`src/rtl/price_frame_sequencer.sv`:
```
// rtl/price_frame_sequencer.sv - UART-to-signal-engine price frame sequencer (optional ECHO_PRICE_EN price echo)
module price_frame_sequencer #(
   parameter int TIMEOUT_CYCLES      = 100_000,
   parameter int RESP_TIMEOUT_CYCLES = 1_000_000
) (
   input  logic        clk,
   input  logic        rst_n,
   input  logic [7:0]  rx_data,
   input  logic        rx_valid,
   output logic [31:0] price_data,
   output logic        price_valid,
   input  logic        price_ready,
   input  logic        sig_valid,
   input  logic [1:0]  sig_code,
   output logic [7:0]  tx_data,
   output logic        tx_valid,
   input  logic        tx_ready,
   output logic        busy,
   output logic [7:0]  err_cnt
);

   typedef enum logic [2:0] {
      IDLE     = 3'd0,
      COLLECT  = 3'd1,
      ISSUE    = 3'd2,
      WAIT_SIG = 3'd3,
      SEND     = 3'd4
   } state_t;

   localparam int TW  = (TIMEOUT_CYCLES > 1) ? $clog2(TIMEOUT_CYCLES) : 1;
   localparam int RTW = (RESP_TIMEOUT_CYCLES > 1) ? $clog2(RESP_TIMEOUT_CYCLES) : 1;
   localparam logic [TW-1:0]  TO_LAST  = TW'(TIMEOUT_CYCLES - 1);
   localparam logic [RTW-1:0] RTO_LAST = RTW'(RESP_TIMEOUT_CYCLES - 1);

   state_t         state;
   state_t         state_next;
   logic [31:0]    shift;
   logic [2:0]     byte_cnt;
   logic [TW-1:0]  timer;
   logic [RTW-1:0] resp_timer;
   logic [7:0]     resp_byte;
   logic           coll_to;
   logic           resp_to;
   logic           overrun;
   logic           err_inc;
   logic [7:0]     sig_byte;
`ifdef ECHO_PRICE_EN
   logic [2:0]     send_idx;
`endif

   // Event decode: timeouts only fire when no competing strobe arrives that cycle
   always_comb begin
      coll_to  = (state == COLLECT) && !rx_valid && (timer == TO_LAST);
      resp_to  = (state == WAIT_SIG) && !sig_valid && (resp_timer == RTO_LAST);
      overrun  = rx_valid && ((state == ISSUE) || (state == WAIT_SIG) || (state == SEND));
      err_inc  = coll_to || resp_to || overrun;
      case (sig_code)
         2'b00:   sig_byte = 8'h48;
         2'b01:   sig_byte = 8'h42;
         2'b10:   sig_byte = 8'h53;
         default: sig_byte = 8'h45;
      endcase
   end

   // State register
   always_ff @(posedge clk or negedge rst_n) begin
      if (!rst_n) state <= IDLE;
      else        state <= state_next;
   end

   // Next-state logic
   always_comb begin
      state_next = state;
      case (state)
         IDLE:     if (rx_valid) state_next = COLLECT;
         COLLECT: begin
            if (rx_valid && (byte_cnt == 3'd3)) state_next = ISSUE;
            else if (coll_to)                   state_next = IDLE;
         end
         ISSUE:    if (price_ready) state_next = WAIT_SIG;
         WAIT_SIG: if (sig_valid || resp_to) state_next = SEND;
         SEND: begin
`ifdef ECHO_PRICE_EN
            if (tx_ready && (send_idx == 3'd4)) state_next = IDLE;
`else
            if (tx_ready) state_next = IDLE;
`endif
         end
         default:  state_next = IDLE;
      endcase
   end

   // Datapath: frame assembly, timers, response latch and error counter
   always_ff @(posedge clk or negedge rst_n) begin
      if (!rst_n) begin
         shift      <= '0;
         byte_cnt   <= '0;
         timer      <= '0;
         resp_timer <= '0;
         resp_byte  <= '0;
         err_cnt    <= '0;
`ifdef ECHO_PRICE_EN
         send_idx   <= '0;
`endif
      end else begin
         if (err_inc && (err_cnt != 8'hFF)) err_cnt <= err_cnt + 8'd1;
         case (state)
            IDLE: begin
               if (rx_valid) begin
                  shift    <= {24'h0, rx_data};
                  byte_cnt <= 3'd1;
                  timer    <= '0;
               end
`ifdef ECHO_PRICE_EN
               send_idx <= '0;
`endif
            end
            COLLECT: begin
               if (rx_valid) begin
                  shift    <= {shift[23:0], rx_data};
                  byte_cnt <= byte_cnt + 3'd1;
                  timer    <= '0;
               end else if (coll_to) begin
                  timer    <= '0;
                  byte_cnt <= '0;
               end else begin
                  timer    <= timer + TW'(1);
               end
            end
            ISSUE: begin
               if (price_ready) resp_timer <= '0;
            end
            WAIT_SIG: begin
               if (sig_valid)    resp_byte  <= sig_byte;
               else if (resp_to) resp_byte  <= 8'h45;
               else              resp_timer <= resp_timer + RTW'(1);
            end
            SEND: begin
`ifdef ECHO_PRICE_EN
               if (tx_ready) send_idx <= (send_idx == 3'd4) ? 3'd0 : send_idx + 3'd1;
`endif
            end
            default: ;
         endcase
      end
   end

   // Output decode from state and held registers
   always_comb begin
      price_data  = shift;
      price_valid = (state == ISSUE);
      tx_valid    = (state == SEND);
      busy        = (state != IDLE);
`ifdef ECHO_PRICE_EN
      case (send_idx)
         3'd0:    tx_data = resp_byte;
         3'd1:    tx_data = shift[31:24];
         3'd2:    tx_data = shift[23:16];
         3'd3:    tx_data = shift[15:8];
         default: tx_data = shift[7:0];
      endcase
`else
      tx_data = resp_byte;
`endif
   end

endmodule

```
`config.mk`:
```
export PLATFORM = sky130hd
export DESIGN_NAME = price_frame_sequencer
export DESIGN_NICKNAME = d
export VERILOG_FILES = /design/src/rtl/price_frame_sequencer.sv
export SDC_FILE = /design/constraint.sdc
export NUM_CORES = 1
export LEC_CHECK = 0
export ABC_CLOCK_PERIOD_IN_PS = 3200
export CAP_MARGIN = 20
export CORE_ASPECT_RATIO = 0.6
export CORE_MARGIN = 3
export CORE_UTILIZATION = 56
export CTS_BUF_LIST = sky130_fd_sc_hd__clkbuf_2 sky130_fd_sc_hd__clkbuf_4 sky130_fd_sc_hd__clkbuf_8
export DETAILED_ROUTE_END_ITERATION = 10
export HOLD_SLACK_MARGIN = 0.08
export PLACE_DENSITY = 0.86
export REMOVE_ABC_BUFFERS = 1
export SETUP_SLACK_MARGIN = 0.5
export SLEW_MARGIN = 20
export SYNTH_ARGS = -nofsm -noshare
export SYNTH_HDL_FRONTEND = slang
export SYNTH_SLANG_ARGS = --single-unit
```
`constraint.sdc`:
```
create_clock -name clk -period 3.2 [get_ports clk]
set_input_delay 0.48 -clock clk [delete_from_list [all_inputs] [get_ports clk]]
set_output_delay 0.48 -clock clk [all_outputs]
set_load 0.005 [all_outputs]
```
# Word level (Yosys, flattened, before mapping)
# Cells that the tools add are included.
[totals] in_bits=16 reg_bits=91 word_cells=79
[op_classes] addsub=4 n_reduce_logical=26 eq_ne=19 n_mux=23
[op_table] cell="$mux W32" n=2
[op_table] cell="$pmux W32 S2" n=1
[op_table] cell="$mux W20" n=3
[op_table] cell="$mux W17" n=3
[op_table] cell="$pmux W20 S2" n=1
[op_table] cell="$pmux W17 S2" n=1
[op_table] cell="$mux W3" n=7
[op_table] cell="$add A20 B1 Y20 const B" n=1
[op_table] cell="$eq A20 B20 Y1 const B" n=1
[op_table] cell="$add A17 B1 Y17 const B" n=1
[op_table] cell="$eq A17 B17 Y1 const B" n=1
[op_table] cell="$mux W8" n=2
[op_table] cell="$pmux W3 S5" n=1
[op_table] cell="$pmux W5 S3" n=1
[op_table] cell="$eq A3 B2 Y1 const B" n=3
[op_table] cell="$add A8 B1 Y8 const B" n=1
[op_table] cell="$ne A2 B2 Y1 const B" n=4
[op_table] cell="$ne A8 B8 Y1 const B" n=1
[op_table] cell="$logic_and A1 B1 Y1" n=7
[op_table] cell="$ne A2 B1 Y1 const B" n=3
[op_table] cell="$pmux W3 S2" n=1
[op_table] cell="$reduce_and A3 Y1" n=2
[op_table] cell="$reduce_bool A2 Y1" n=3
[op_table] cell="$logic_or A1 B1 Y1" n=5
[op_table] cell="other kinds (14)" n=16

# Logic depth before layout (Yosys ltp)
# Gate-level depths: netlist (run 1).
[logic_depth] word_depth=6 mapped_depth=8 depth_no_buf=6

# Least setup slack after synthesis (run 1)
# No wires, ideal clock.
[synth_path] path_type="register -> register" from="register resp_timer[0]" to="register err_cnt[3]" arrival_ps=2111 stages_incl_launch_ff=9 synth_period_minus_slack_ps=2236 slack_ps=964 path_buffers=2 path_cell_list="dfrtp_1 -> ha_1 -> and3_1 -> buf_2 -> nand2_1 -> or4_4 -> buf_2 -> a21oi_1 -> mux2_2"
[synth_between] elab_chain_len=5
[synth_rtl] element="start: declaration" line_no="40" text="logic [RTW-1:0] resp_timer;"
[synth_rtl] element="start signal: assignment" line_no="136" text="else resp_timer <= resp_timer + RTW'(1);"
[synth_rtl] element="$eq A20 B20 Y1" line_no="54" text="resp_to = (state == WAIT_SIG) && !sig_valid && (resp_timer == RTO_LAST);"
[synth_rtl] element="$logic_and A1 B1 Y1" line_no="54"
[synth_rtl] element="$logic_or A1 B1 Y1 (2 in a row)" line_no="56" text="err_inc = coll_to || resp_to || overrun;"
[synth_rtl] element="$logic_and A1 B1 Y1" line_no="106" text="if (err_inc && (err_cnt != 8'hFF)) err_cnt <= err_cnt + 8'd1;"
[synth_rtl] element="end signal: assignment" line_no="106"
[synth_rtl] element="end: declaration" line_no="19" text="output logic [7:0] err_cnt"
# No other way between the ends.
# A chain may end at the register's enable or synchronous reset.

# Worst setup path after layout (run 1)
[layout_path] from="register resp_timer[0]" to="register err_cnt[7]"
# Same word-level chain as after synthesis.

==> results of run 1 <==
## critical path: cells and delay by family (launching register included)
family                     cells  cell delay, ps
AOI/OAI and AO/OA              1             330
muxes                          1             360
and+or+nand+nor                3            1110
DFF                            1             400
adders and majority gates      1             230
## layout make-up
cell class              count  area (sq um)  share of cell area
repair buffers             74         716.9              0.1319
clock inverters             3         65.06             0.01197
inverters                   9         33.78            0.006215
clock buffers              12         152.6             0.02808
flip-flops and latches     89          2228              0.4100
well taps                 104         130.1             0.02394
multi-input cells         340          2108              0.3879
## power by group through the flow
stage	Combinational, W	Clock [W]	Sequential (W)
floorplan	0.000743	0	0.00180
global placement	0.00158	0	0.00179
detailed placement	0.00164	0	0.00181
CTS	0.00165	0.000863	0.00180
global route	0.00182	0.000915	0.00186
finish	0.00165	0.000845	0.00181
## metal layers
layer  vias to the layer above  global-route usage  part of all wire  wire (microns)
li1                       1768                   -                 -               -
met4                         0             0.07329             0.010             108
met3                        13             0.06899             0.084             864
met5                         -                   0                 0               0
met2                       174              0.3529              0.43            4428
met1                      1793              0.3490              0.48            4917
## kinds of logic (layout without fill, tap and decap cells)
logic type                 after synthesis  after routing  share of synthesized area
and+or+nand+nor                        207            207                     0.2408
DFF                                     89             89                     0.4961
adders and majority gates                8              8                    0.02230
buffers and inverters                   38             98                    0.03567
muxes                                   14             14                    0.03512
xor gates and xnor gates                18             18                    0.03512
AOI/OAI and AO/OA                       91             91                     0.1341
other                                    1              2                  0.0008353
## state kept, by name (all words and copies together) (netlist names)
signal      count
timer          17
err_cnt         8
tx_data         6
resp_timer     20
state           3
byte_cnt        3
price_data     32
## metrics by stage
| step | cell area (sq um) | power (W) | cells |
|---|---|---|---|
| 2_1_floorplan | 4367 | 0.002544 | 438 |
| 3_3_place_gp | 5211 | 0.003372 | 616 |
| 3_5_place_dp | 5211 | 0.003452 | 616 |
| 4_1_cts | 5431 | 0.004313 | 631 |
| 5_1_grt | 5435 | 0.004592 | 631 |
| 6_report | 5435 | 0.004300 | 631 |
## Yosys cell counts, types with 8 or more instances
library cell,n
sky130_fd_sc_hd__a21oi_1,13
sky130_fd_sc_hd__and3_1,9
sky130_fd_sc_hd__clkbuf_1,18
sky130_fd_sc_hd__dfrtp_1,89
sky130_fd_sc_hd__ha_1,8
sky130_fd_sc_hd__inv_1,9
sky130_fd_sc_hd__mux2_2,13
sky130_fd_sc_hd__nand2_1,75
sky130_fd_sc_hd__nand3_1,22
sky130_fd_sc_hd__nand4_1,10
sky130_fd_sc_hd__nor2_1,27
sky130_fd_sc_hd__nor2b_1,8
sky130_fd_sc_hd__nor3_1,15
sky130_fd_sc_hd__o21ai_0,36
sky130_fd_sc_hd__xor2_1,13
## worst paths after layout
| path | slack (ps) | to | cells after the start |
|---|---|---|---|
| worst max-delay path | 650 | err_cnt[7] | 6 |
| worst min-delay path | 180 | resp_timer[12] | 1 |
| worst max register to register | 650 | err_cnt[7] | 6 |
| worst min register to register | 480 | tx_data[6] | 1 |
| max in group asynchronous | 2460 | state[0] | 1 |
| min in group clk | 480 | tx_data[6] | 1 |
## what timing repair did
item,CTS,global route
endpoints found under the setup margin,5,0
resized for setup,1,0
hold endpoints to repair,0,0
==> out/results.txt, run 1 <==
Number of maximum-capacitance violations: 0
Leakage component of the power: 2.287 nW
Worst slew margin relative to its limit: 0.4803
Count of flip-flops with a built-in enable after synthesis: 0
Final Cycle Share: 0.7978
Setup TNS: 0 ps
Power dissipated by switching net loads: 0.001528 W
Worst hold-check slack: 181.1 ps
Largest driver fanout on the critical path: 14
Hpwl dp: 7.099 mm
Cell area power density: 791.1 nW/um^2
FF-to-FF Start: resp_timer[0]
Number of buffers inserted to repair setup after CTS: 0
HP Class: in -> async
Proportion of layout cells with a drive suffix above 1: 0.09488
Area share of the largest cell type after synthesis: 0.4961
Clock slew seen by the registers of the worst setup and hold paths: 90 ps
Global-route wire length before repair: 17.28 mm
Ordered list of cells on the worst path: ha_1, and3_1, nand2_1, or4_4, a2111oi_4, mux2_1
Final nets: 547
Crit path time final: 2553 ps
Average footprint of a synthesized cell: 9.634 sq um
Required time at the worst-slack endpoint: 3440 ps
Setup repair after global routing missed its margin: false
Post-synthesis sequential element count: 89
Number of levels the H-tree was split into: 3
Fraction of power spent switching nets: 0.3554
Most frequent standard cell in the layout excluding fill and tap cells: sky130_fd_sc_hd__dfrtp_1
Upper clock frequency limit: 0.3917 GHz
Peak supply drop: 534.3 uV
Maximum number of buffers from clock root to sink: 2
Floorplan die area: 9162 sq um
Max-slew violations: 0
Synthesized netlist cell count: 466
Share of power burned in combinational logic: 0.384
Horizontal die dimension: 121.6 microns
Maximum number of pins on one net before global-route repair: 90
Layout fillers: 541
Run status: complete, no violations
Primary flip-flop cell chosen by synthesis mapping: sky130_fd_sc_hd__dfrtp_1
Arrival time at the worst endpoint: 2790 ps
Antenna violations before repair: 0
Syn. warnings: 0
Clock network fraction of design power: 0.197
Final Routed Wirelength: 10.32 mm
Relative area change from synthesis to final layout: 21.07%
Setup slack at placement: 435.6 ps
Async S/R FF share, synth: 1.000
Sequential element share of the synthesized area: 0.4961
Delay of the slowest critical-path stage: 660 ps
Antenna Diode Count: 0
Utilization after layout: 0.7240
Number of hold-repair buffers added at the cts stage: 0
Worst setup slack after layout: 646.9 ps
Internal power of the cells: 0.002772 W
Mapped cell area: 4489 sq um
Worst-Skew Late Latency: 350 ps
Initial DRT Pass Iterations: 5
Distinct cell type count of the synthesized netlist: 60
Routability congestion estimate: 0.8731
Via-to-Cell Ratio: 5.940
Setup clock skew after layout: 14.25 ps
Number of ports placed on the die boundary: 67
# port buffers: 64
Die Ht: 75.36 microns
Row count: 24
Yosys top cell by area: sky130_fd_sc_hd__dfrtp_1
Total via count after detailed routing: 3,748
Area of the placeable core: 7507 sq um
First-iteration detailed-routing DRC count: 458
Final setup violation count: 0
First element of the critical path: resp_timer[0]
Type of destination of the critical path: register
Number of buffers created by CTS: 9
Clock sink count: 89
Number of DRC violations after detailed routing: 0
Initial core utilization: 0.5980
Number of failing hold endpoints at the final stage: 0
Congestion Overflow GR: 0
Post-detailed-route count of antenna-violating nets: 0
Wire length per cell after detailed routing: 16.35 microns
Critical Path Slowest Stage Cell: sky130_fd_sc_hd__or4_4
Kind of critical path: reg -> reg
Top cells by area, synth: sky130_fd_sc_hd__dfrtp_1, sky130_fd_sc_hd__nand2_1, sky130_fd_sc_hd__o21ai_0, sky130_fd_sc_hd__mux2_2, sky130_fd_sc_hd__xor2_1
Overall fraction of global-route tracks in use: 0.2395
CP Launch Type: register
CTS root buf: sky130_fd_sc_hd__clkbuf_8
Via count of the first global-routing pass: 3,482
Clock tree from TritonCTS: done
Slew at the pin with the worst max-slew slack: 779.6 ps
Reg power frac: 0.420
Commonest cells after routing, fill and taps aside: sky130_fd_sc_hd__dfrtp_1, sky130_fd_sc_hd__nand2_1, sky130_fd_sc_hd__clkdlybuf4s50_1
(Power assumes the default switching activity.)
==> inputs of run 2 (changes only) <==
- ABC_CLOCK_PERIOD_IN_PS: 3200 -> 2200
- CORE_UTILIZATION: 56 -> 51
- PLACE_DENSITY: 0.86 -> 0.83
- clock period: 3.2 -> 2.2 ns (I/O delays scaled with it)
==> out/results.txt, run 2 (synthesis results as in run 1) <==
Run status: complete, but fails checks
Crit path time final: 2362 ps
Cell area power density: 1162 nW/um^2
Row count: 25
Die Ht: 78.68 microns
Proportion of layout cells with a drive suffix above 1: 0.3205
Kind of critical path: reg -> reg
Maximum number of buffers from clock root to sink: 2
Final Cycle Share: 1.074
Clock sink count: 89
Number of DRC violations after detailed routing: 0
Number of levels the H-tree was split into: 3
Relative area change from synthesis to final layout: 54.07%
Max-slew violations: 0
Antenna Diode Count: 0
CP Launch Type: register
Via count of the first global-routing pass: 4,491
Setup clock skew after layout: 13.20 ps
Final nets: 640
# port buffers: 64
Peak supply drop: 878.8 uV
Final setup violation count: 8
Antenna violations before repair: 0
Upper clock frequency limit: 0.4234 GHz
Worst setup slack after layout: -162.0 ps
Largest driver fanout on the critical path: 5
Clock slew seen by the registers of the worst setup and hold paths: 100 ps
Floorplan die area: 10,000 sq um
Final Routed Wirelength: 17.81 mm
Number of ports placed on the die boundary: 67
Initial core utilization: 0.5478
Sequential cell area: 2231 sq um
Via-to-Cell Ratio: 6.546
Number of maximum-capacitance violations: 0
Wire length per cell after detailed routing: 24.43 microns
Hpwl dp: 8.195 mm
CTS root buf: sky130_fd_sc_hd__clkbuf_8
Number of failing hold endpoints at the final stage: 0
Required time at the worst-slack endpoint: 2470 ps
Worst-Skew Late Latency: 380 ps
Post-detailed-route count of antenna-violating nets: 0
Combined area of the multi-input logic cells: 2618 sq um
Area of the placeable core: 8195 sq um
HP Class: in -> async
Global-route wire length before repair: 22.34 mm
Maximum number of pins on one net before global-route repair: 49
Layout fillers: 329
Horizontal die dimension: 127.1 microns
Initial DRT Pass Iterations: 5
Total via count after detailed routing: 4,772
Leakage component of the power: 3.035 nW
Flip-flop count of the largest register, all copies and words added: 32
Routability congestion estimate: 0.8577
Number of buffers created by CTS: 9
Arrival time at the worst endpoint: 2630 ps
Setup slack at placement: -412.2 ps
Commonest cells after routing, fill and taps aside: sky130_fd_sc_hd__dfrtp_1, sky130_fd_sc_hd__nand2_1, sky130_fd_sc_hd__buf_4
Overall fraction of global-route tracks in use: 0.2807
First-iteration detailed-routing DRC count: 542
Violations in the final reports: negative setup slack
Internal reg-to-reg setup slack: -160 ps
Setup repair after global routing missed its margin: true
Total design power: 0.008036 W
Congestion Overflow GR: 0
Most frequent standard cell in the layout excluding fill and tap cells: sky130_fd_sc_hd__dfrtp_1
Type of destination of the critical path: register
Clock tree from TritonCTS: done
-- run 2: cell count changes in the layout (fill, tap and decap cells not counted), sizes merged --
cell / delta
bufinv: -1
inv: +3
clkdlybuf4s50: -4
dlygate4sd3: +1
dlymetal6s2s: +1
clkinvlp: +1
buf: +91
clkbuf: +2
-- run 2: repair_timing --
item	in CTS	in global routing
buffers inserted	19	21
gates cloned	0	4
resized for setup	70	94
hold buffers	1	0
endpoints found under the setup margin	56	80
hold endpoints to repair	12	0
pin swaps	24	37
-- run 2: cell type report --
type	count	area share
well taps	108	0.01954
inverters	9	0.004884
clock buffers	10	0.01899
clock inverters	6	0.01085
multi-input cells	340	0.3784
flip-flops and latches	89	0.3225
repair buffers	167	0.2448
-- run 2: per-stage QoR --
stage / utilization / hold slack, ps / instance area [sq um] / setup TNS [ps] / std cells
final: 0.8440 / 350.1 / 6917 / -639.5 / 729
after global routing: 0.8440 / 347.2 / 6917 / -1171 / 729
after CTS: 0.7600 / 356.7 / 6228 / -179.3 / 704
after detailed placement: 0.6835 / 199.2 / 5602 / -6896 / 668
after global placement: 0.6835 / 195.1 / 5602 / -5338 / 668
after floorplan: - / 34.41 / 4367 / -18650 / 438
-- run 2: worst max-delay path, cell delays in order, from the launching register on --
cell and delay, ps:
sky130_fd_sc_hd__dfrtp_1 400, sky130_fd_sc_hd__nor4b_2 350, sky130_fd_sc_hd__nand4_1 220, sky130_fd_sc_hd__or4_4 540, sky130_fd_sc_hd__a2111oi_4 410, sky130_fd_sc_hd__mux2_4 340
-- run 2: where the power goes --
group / internal (W) / switching (W) / leakage (nW)
registers: 0.00212 / 0.000475 / 1.15
clock network: 0.000557 / 0.000679 / 0.103
logic: 0.00218 / 0.00203 / 1.78
total: 0.00485 / 0.00319 / 3.03
-- run 2: path summary, 6_finish.rpt --
kind	end	depth (start not counted)	startpoint
setup / recovery	err_cnt[7]	5	resp_timer[11]
hold / removal	resp_timer[6]	2	rst_n
setup reg to reg	err_cnt[7]	5	resp_timer[11]
hold reg to reg	price_data[28]	2	price_data[28]
max in group asynchronous	state[0]	3	rst_n
min in group clk	price_data[28]	2	price_data[28]
-- run 2: per-layer routing --
layer,wire (microns),global-route usage,up-vias
met3,1830,0.09245,101
met5,0,0,-
li1,-,-,1961
met2,8103,0.4325,382
met1,7047,0.3800,2328
met4,832,0.08351,0
==> inputs of run 3 (changes only) <==
- REMOVE_ABC_BUFFERS: 1 -> not set
==> out/results.txt, run 3 (synthesis results as in run 1) <==
Hpwl dp: 8.233 mm
Worst-Skew Late Latency: 390 ps
Maximum number of buffers from clock root to sink: 2
Run status: complete, but fails checks
Crit path time final: 2405 ps
Flip-flop count of the largest register, all copies and words added: 32
Worst setup slack after layout: -205.4 ps
Overall fraction of global-route tracks in use: 0.2819
Number of ports placed on the die boundary: 67
Upper clock frequency limit: 0.4157 GHz
Antenna Diode Count: 0
# port buffers: 64
Routing usage on met3: 0.07206
Clock sink count: 89
Worst slew margin relative to its limit: 0.6324
Die Ht: 78.68 microns
Post-place instance area: 5589 sq um
Congestion Overflow GR: 0
Most frequent standard cell in the layout excluding fill and tap cells: sky130_fd_sc_hd__dfrtp_1
Number of levels the H-tree was split into: 3
Clock tree from TritonCTS: done
Horizontal die dimension: 127.1 microns
Via-to-Cell Ratio: 6.450
CTS root buf: sky130_fd_sc_hd__clkbuf_8
Final Routed Wirelength: 15.78 mm
Initial DRT Pass Iterations: 5
Routability congestion estimate: 0.8840
Clock slew seen by the registers of the worst setup and hold paths: 110 ps
Peak supply drop: 794.1 uV
Largest driver fanout on the critical path: 5
Commonest cells after routing, fill and taps aside: sky130_fd_sc_hd__dfrtp_1, sky130_fd_sc_hd__nand2_1, sky130_fd_sc_hd__clkdlybuf4s50_1
Violations in the final reports: negative setup slack
Final Cycle Share: 1.093
Slew at the pin with the worst max-slew slack: 551.4 ps
Row count: 25
Global-route wire length before repair: 22.57 mm
Antenna violations before repair: 0
Area of the placeable core: 8195 sq um
Cell area power density: 1145 nW/um^2
Required time at the worst-slack endpoint: 2490 ps
Setup clock skew after layout: 21.71 ps
CP Launch Type: register
Relative area change from synthesis to final layout: 50.75%
Max-slew violations: 0
Number of buffers created by CTS: 9
Total via count after detailed routing: 4,618
Post-detailed-route count of antenna-violating nets: 0
Number of maximum-capacitance violations: 0
Floorplan die area: 10,000 sq um
Proportion of layout cells with a drive suffix above 1: 0.3306
Most congested layer reported by global routing: met2
Initial core utilization: 0.5478
Final setup violation count: 11
Layout Cell Area excl Fill: 6768 sq um
Fraction of met1 tracks used by global routing: 0.3686
Number of failing hold endpoints at the final stage: 0
Final nets: 627
HP Class: in -> async
Setup repair after global routing missed its margin: true
Utilization after layout: 0.8258
Kind of critical path: reg -> reg
Met2 track demand over resource: 0.4705
Arrival time at the worst endpoint: 2690 ps
Maximum number of pins on one net before global-route repair: 58
Number of DRC violations after detailed routing: 0
Via count of the first global-routing pass: 4,405
Type of destination of the critical path: register
Wire length per cell after detailed routing: 22.04 microns
First-iteration detailed-routing DRC count: 572
Leakage component of the power: 2.981 nW
-- run 3: changes by cell type in the layout (fill, tap and decap cells not counted), sizes merged --
cell           change
buf                -9
clkdlybuf4s50      -3
clkinvlp           -1
clkbuf             -5
inv                +2
dlymetal6s2s       +3
-- run 3: worst paths after layout --
kind                                startpoint              to  slack, ps  depth (start not counted)
worst max-delay path            resp_timer[12]      err_cnt[7]       -210                          5
worst min-delay path                     rst_n  resp_timer[11]        450                          2
worst max register to register  resp_timer[12]      err_cnt[7]       -210                          5
worst min register to register      tx_data[6]      tx_data[6]        490                          1
max in group asynchronous                rst_n  price_data[10]       1110                          3
min in group clk                    tx_data[6]      tx_data[6]        490                          1
-- run 3: repair_timing --
action,4_1_cts,5_1_grt
hold endpoints to repair,36,0
setup buffers,23,13
cloned,1,0
setup endpoints to repair,60,100
pin swaps,31,41
hold buffers,1,0
resized for setup,85,87
-- run 3: metal layers --
layer / part of all wire / vias up / routed length [microns]
li1: - / 1935 / -
met1: 0.39 / 2298 / 6209
met2: 0.48 / 311 / 7590
met3: 0.090 / 74 / 1420
met4: 0.036 / 0 / 561
met5: 0 / - / 0
-- run 3: through the flow --
stage / power, W / instances / hold slack, ps / worst slack [ps] / TNS, ps
after floorplan: 0.003860 / 467 / 34.41 / 3.809 / 0
after global placement: 0.005188 / 662 / 332.1 / -143.6 / -952.0
after detailed placement: 0.005313 / 662 / 338.2 / -184.2 / -1392
after CTS: 0.007055 / 703 / 477.6 / -47.05 / -244.5
after global routing: 0.008152 / 716 / 485.2 / -222.7 / -1657
final: 0.007752 / 716 / 453.6 / -205.4 / -1164
-- run 3: cell type report --
type	instances	area (sq um)
clock buffers	9	123.9
inverters	9	33.78
repair buffers	154	1528
fillers	388	1428
well taps	108	135.1
flip-flops and latches	89	2230
clock inverters	7	81.33
multi-input cells	340	2636
-- run 3: where the power goes --
group,leakage (nW),internal (W),switching (W)
Clock,0.107,0.000548,0.000697
Sequential,1.15,0.00212,0.000441
Combinational,1.72,0.00198,0.00196
-- run 3: worst max-delay path, stage by stage, from the launching register on --
cell	delay, ps
sky130_fd_sc_hd__dfrtp_1	480
sky130_fd_sc_hd__nor4b_2	380
sky130_fd_sc_hd__nand4_1	180
sky130_fd_sc_hd__or4_4	520
sky130_fd_sc_hd__a2111oi_4	410
sky130_fd_sc_hd__mux2_4	330
